==> src/rtl/serial_subtractor.sv <==
// serial_subtractor
// Bit-serial unsigned subtractor: computes (a - b - bin) one bit per clock,
// LSB first, and reports the WIDTH-bit difference plus the final borrow.
//
// Timing with start accepted at edge 0:
//   edges 1..WIDTH   : state RUN, one bit processed per edge
//   edge WIDTH       : last bit processed, result/borrow loaded, state DONE
//   edge WIDTH+1     : back to IDLE
//   edge WIDTH+2     : earliest next accepted start (period WIDTH+2)
//
// WIDTH is meant to be in the range 2..32.

module serial_subtractor #(
    parameter int WIDTH = 8
) (
    input  logic             clk,
    input  logic             reset,
    input  logic             start,
    input  logic [WIDTH-1:0] a,
    input  logic [WIDTH-1:0] b,
    input  logic             bin,
    output logic             busy,
    output logic             done,
    output logic [WIDTH-1:0] diff,
    output logic             bout
);

    // Counter only has to reach WIDTH-1; keep at least one bit for WIDTH=2.
    localparam int CW = (WIDTH > 2) ? $clog2(WIDTH) : 1;
    localparam logic [CW-1:0] LAST_IDX = CW'(WIDTH - 1);

    typedef enum logic [1:0] {
        IDLE = 2'd0,
        RUN  = 2'd1,
        DONE = 2'd2
    } state_t;

    state_t state, state_nxt;

    // Operand captures shift right so the bit under work is always at [0].
    logic [WIDTH-1:0] a_sr;
    logic [WIDTH-1:0] b_sr;
    // Result bits enter at the MSB; after WIDTH shifts bit 0 sits at [0].
    logic [WIDTH-1:0] res_sr;
    logic             br;
    logic [CW-1:0]    cnt;

    logic             a_i;
    logic             b_i;
    logic             d_bit;
    logic             br_nxt;
    logic             last_bit;
    logic [WIDTH-1:0] res_nxt;

    // One-bit full subtractor slice on the current LSBs.
    always_comb begin
        a_i      = a_sr[0];
        b_i      = b_sr[0];
        d_bit    = a_i ^ b_i ^ br;
        br_nxt   = (~a_i & b_i) | (~a_i & br) | (b_i & br);
        last_bit = (cnt == LAST_IDX);
        // Includes the bit being produced this edge so diff gets it too.
        res_nxt  = {d_bit, res_sr[WIDTH-1:1]};
    end

    // State register.
    always_ff @(posedge clk or posedge reset) begin
        if (reset)
            state <= IDLE;
        else
            state <= state_nxt;
    end

    // Next-state logic; start is only looked at in IDLE.
    always_comb begin
        state_nxt = state;
        unique case (state)
            IDLE:    if (start)    state_nxt = RUN;
            RUN:     if (last_bit) state_nxt = DONE;
            DONE:    state_nxt = IDLE;
            default: state_nxt = IDLE;
        endcase
    end

    // Status outputs decode the registered state, so they are never both high.
    assign busy = (state == RUN);
    assign done = (state == DONE);

    // Datapath: capture on accepted start, shift/accumulate in RUN,
    // publish result and borrow on the edge that enters DONE.
    always_ff @(posedge clk or posedge reset) begin
        if (reset) begin
            a_sr   <= '0;
            b_sr   <= '0;
            res_sr <= '0;
            br     <= 1'b0;
            cnt    <= '0;
            diff   <= '0;
            bout   <= 1'b0;
        end else begin
            unique case (state)
                IDLE: begin
                    if (start) begin
                        a_sr   <= a;
                        b_sr   <= b;
                        br     <= bin;
                        res_sr <= '0;
                        cnt    <= '0;
                    end
                end
                RUN: begin
                    a_sr   <= a_sr >> 1;
                    b_sr   <= b_sr >> 1;
                    res_sr <= res_nxt;
                    br     <= br_nxt;
                    cnt    <= cnt + 1'b1;
                    if (last_bit) begin
                        diff <= res_nxt;
                        bout <= br_nxt;
                    end
                end
                DONE: begin
                    cnt <= '0;
                end
                default: begin
                    cnt <= '0;
                end
            endcase
        end
    end

endmodule

==> config.mk <==
export PLATFORM = sky130hd
export DESIGN_NAME = serial_subtractor
export DESIGN_NICKNAME = d
export VERILOG_FILES = /design/src/rtl/serial_subtractor.sv
export SDC_FILE = /design/constraint.sdc
export NUM_CORES = 1
export LEC_CHECK = 0
export ABC_AREA = 1
export BUFFER_PORTS_ARGS = -buffer_cell sky130_fd_sc_hd__buf_4
export CAP_MARGIN = 20
export CORE_ASPECT_RATIO = 1.5
export CORE_MARGIN = 1
export CORE_UTILIZATION = 39
export CTS_CLUSTER_SIZE = 20
export DETAILED_ROUTE_END_ITERATION = 8
export GPL_TIMING_DRIVEN = 0
export SYNTH_ARGS = -nofsm -noshare
export SYNTH_HDL_FRONTEND = slang
export SYNTH_SLANG_ARGS = --single-unit
==> constraint.sdc <==
create_clock -name clk -period 1.6 [get_ports clk]
set_input_delay 0.32 -clock clk [delete_from_list [all_inputs] [get_ports clk]]
set_output_delay 0.32 -clock clk [all_outputs]
set_load 0.01 [all_outputs]
==> impl_metrics.csv <==
group,metric,value,unit
layout,nNetsFinal,280,
yosys,async_flop_share,100,%
worst_setup_path,cp.buffers_inverters,3,
sta,drv_slew,0,
die,start_util,41.1,%
yosys,synth_top_cell_area_share,50.1,%
yosys,synth_most_common_cell,"nand2_1",
power_and_ir_drop,max-vdd-ir-drop,0.759,mV
yosys,syn-instance-count,217,
worst_setup_path,cp_cell_sequence,"buf_6 -> buf_2 -> nor2_1 -> buf_4",
placement,io_buffer_count,30,
yosys,synth_cell_types,22,
sta,fin_skew,0.00426,ns
clock_tree,clk_path_buf_depth,2,
layout,drive_gt1_share,28.7,%
status,status,"finished clean",
sta,hold_viol,0,
yosys,synth_edf_count,0,
yosys,synth_commonest_cells,"60 x nand2_1, 39 x inv_1, 38 x dfrtp_1, 35 x nand3_1, 15 x o21ai_2",
die,die_w,59.0,microns
detailed_routing,avgRoutedWirePerCell,10.9,microns
detailed_routing,dr.pass1.iters,4,
power_and_ir_drop,power,4.66,mW
die,fp.coreArea,4620,sq um
sta,setup_viol_count_final,0,
sta,post-route-min-period,1.57,ns
worst_setup_path,slowest_stage,"dfrtp_1",
clock_tree,cts_tree,"yes",
worst_setup_path,critical_path_required,1.28,ns
clock_tree,numCtsBuffers,5,
die,ioPinCount,31,
yosys,synth_area,1900,sq um
worst_setup_path,critPathLaunch,"state[0]",
detailed_routing,drc,0,
yosys,synth_seq_cells,38,
detailed_routing,vias,1456,
detailed_routing,viasPerCell,4.52,
yosys,postSynthAreaPerCell,8.75,sq um
clock_tree,htree_levels,2,
sta,slew_headroom,45.5,%
power_and_ir_drop,power-per-cell-area,2000,nW/um^2
worst_setup_path,slowest_delay,0.37,ns
clock_tree,ctsHoldBuffers,0,
worst_setup_path,cp_top_family,"buffers and inverters",
layout,syn_to_final_growth,22.5,%
die,fp-row-count,30,
clock_tree,worstSkewPairLatency,0.29,ns
worst_setup_path,cp_num_cells,4,
grt,track_usage,16.1,%
worst_setup_path,r2r_slack,0.24,ns
sta,worst_slew_pin_slew,0.817,ns
layout,regArea,951,sq um
sta,fmax,637,MHz
sta,rsz0062_at_grt,"false",
grt,first_global_vias,1423,
grt,antenna_found_initial,0,
die,die_area,5160,sq um
worst_setup_path,r2r_start,"a_sr[0]",
clock_tree,clkSlewWorstSetupHoldPaths,0.07,ns
worst_setup_path,worst_r2r_path_depth,4,
worst_setup_path,critPathLaunchType,"flip-flop",
placement,dp_hpwl,2.56,mm
run,max_cap_violations,0,
detailed_routing,routed_wl,3.52,mm
layout,n_antenna_cell,0,
yosys,yosys_warnings,0,
layout,n_fill_cell,489,
yosys,yosys.area.top_type,"dfrtp_1",
layout,multiInputGateArea,698,sq um
die,die-height,87.4,microns
grt,grt_pass1_wl,6.22,mm
clock_tree,clock_sinks,38,
power_and_ir_drop,leakagePower,1.26,nW
yosys,synth.area.top_cells,"dfrtp_1 50%, nand2_1 12%, nand3_1 9.2%, inv_1 7.7%, o21ai_2 6.9%",
worst_setup_path,r2r_end,"res_sr[7]",
worst_setup_path,cp-end-kind,"primary output",
worst_setup_path,cp_max_fo,10,
clock_tree,cts-root-buf,"clkbuf_8",
worst_setup_path,arrival,1.25,ns
worst_setup_path,path_class,"reg2out",
detailed_routing,first_iter_violations,55,
worst_hold_path,min_path_type,"in2async",
detailed_routing,final_antenna_net_count,0,
sta,finalCritPeriodShare,98.1,%
yosys,syn_nets,240,
yosys,ys.flop_type,"dfrtp_1",
sta,layout_setup_ws,0.0298,ns
worst_setup_path,cp-endpoint,"done",
yosys,yosysSeqAreaShare,50.1,%
placement,place_ws,0.195,ns
grt,grt_max_degree,39,
placement,gp_congestion,0.782,
grt,grt.overflow.total,0,
-- per-layer routing --
metal | track usage, % | routed length (microns) | vias up
met5 | 0 | 0 | -
met4 | 6.49 | 47 | 0
met3 | 2.82 | 117 | 8
met2 | 28.3 | 1720 | 29
met1 | 18.8 | 1640 | 677
li1 | - | - | 742
-- layout by cell type (no fill, tap or decap), drive strengths merged --
cell	n
a21oi	2
buf	42
clkbuf	7
clkinv	1
dfrtp	38
fa	1
ha	2
inv	42
nand2	64
nand3	35
nor2	4
o21ai	19
or2	1
-- what timing repair did --
| action | 4_1_cts | 5_1_grt |
|---|---|---|
| resized for setup | 2 | 1 |
| buffers inserted | 1 | 3 |
| pin swaps | 1 | 0 |
| hold endpoints to repair | 0 | 0 |
| setup endpoints to repair | 2 | 2 |
-- worst reg2reg max path, cell delays in order, from the launching register on --
cell and delay [ns]:
dfrtp_1 0.35, inv_1 0.06, fa_1 0.51, or2_2 0.32
o21ai_2 0.06
-- state kept, by name (all words and copies together) (netlist names) --
| register | count |
|---|---|
| a_sr | 8 |
| b_sr | 8 |
| diff | 8 |
| res_sr | 7 |
| cnt | 3 |
| state | 2 |
| bout | 1 |
| br | 1 |
-- cell type report --
type	instances	area share [%]
Inverter	42	7.10
Multi-Input combinational cell	128	30.0
Buffer	8	3.61
Timing Repair Buffer	34	11.0
Sequential cell	38	40.9
Clock buffer	7	3.71
Tap cell	64	3.44
Clock inverter	1	0.215
-- cell families (layout without fill, tap and decap cells) --
kind of cell             after synthesis  count (layout)  share of synthesized area (%)
buffers and inverters                 51              92                           13.1
adder cells (fa/ha/maj)                3               3                           2.37
AO/OA/AOI/OAI                         21              21                           8.50
flip-flops                            38              38                           50.1
AND/OR/NAND/NOR                      104             104                           25.9
-- through the flow --
step / utilization, % / instance area, sq um / std cells / setup TNS, ns / hold WS, ns
after floorplan: - / 1900 / 217 / 0 / 0.449
after global placement: 47.7 / 2200 / 311 / -6.79 / 0.465
after detailed placement: 47.7 / 2200 / 311 / 0 / 0.466
after CTS: 49.9 / 2300 / 319 / 0 / 0.231
after global routing: 50.4 / 2320 / 322 / 0 / 0.281
final: 50.4 / 2320 / 322 / 0 / 0.199
-- how the worst min path moves through the flow --
stage	end	slack [ns]	cells after the start
finish	res_sr[2]	0.20	2
global route	res_sr[2]	0.28	2
CTS	diff[0]	0.23	2
detailed placement	a_sr[4]	0.47	2
global placement	a_sr[4]	0.46	2
floorplan	b_sr[2]	0.45	2
-- report_power, final --
part / leakage [nW] / internal (mW) / total [mW] / switching, mW
registers: 0.471 / 1.42 / 1.64 / 0.222
logic: 0.739 / 1.06 / 2.35 / 1.29
clock network: 0.0482 / 0.348 / 0.674 / 0.326
total: 1.26 / 2.83 / 4.66 / 1.83
Power figures use the tool's default switching activity.
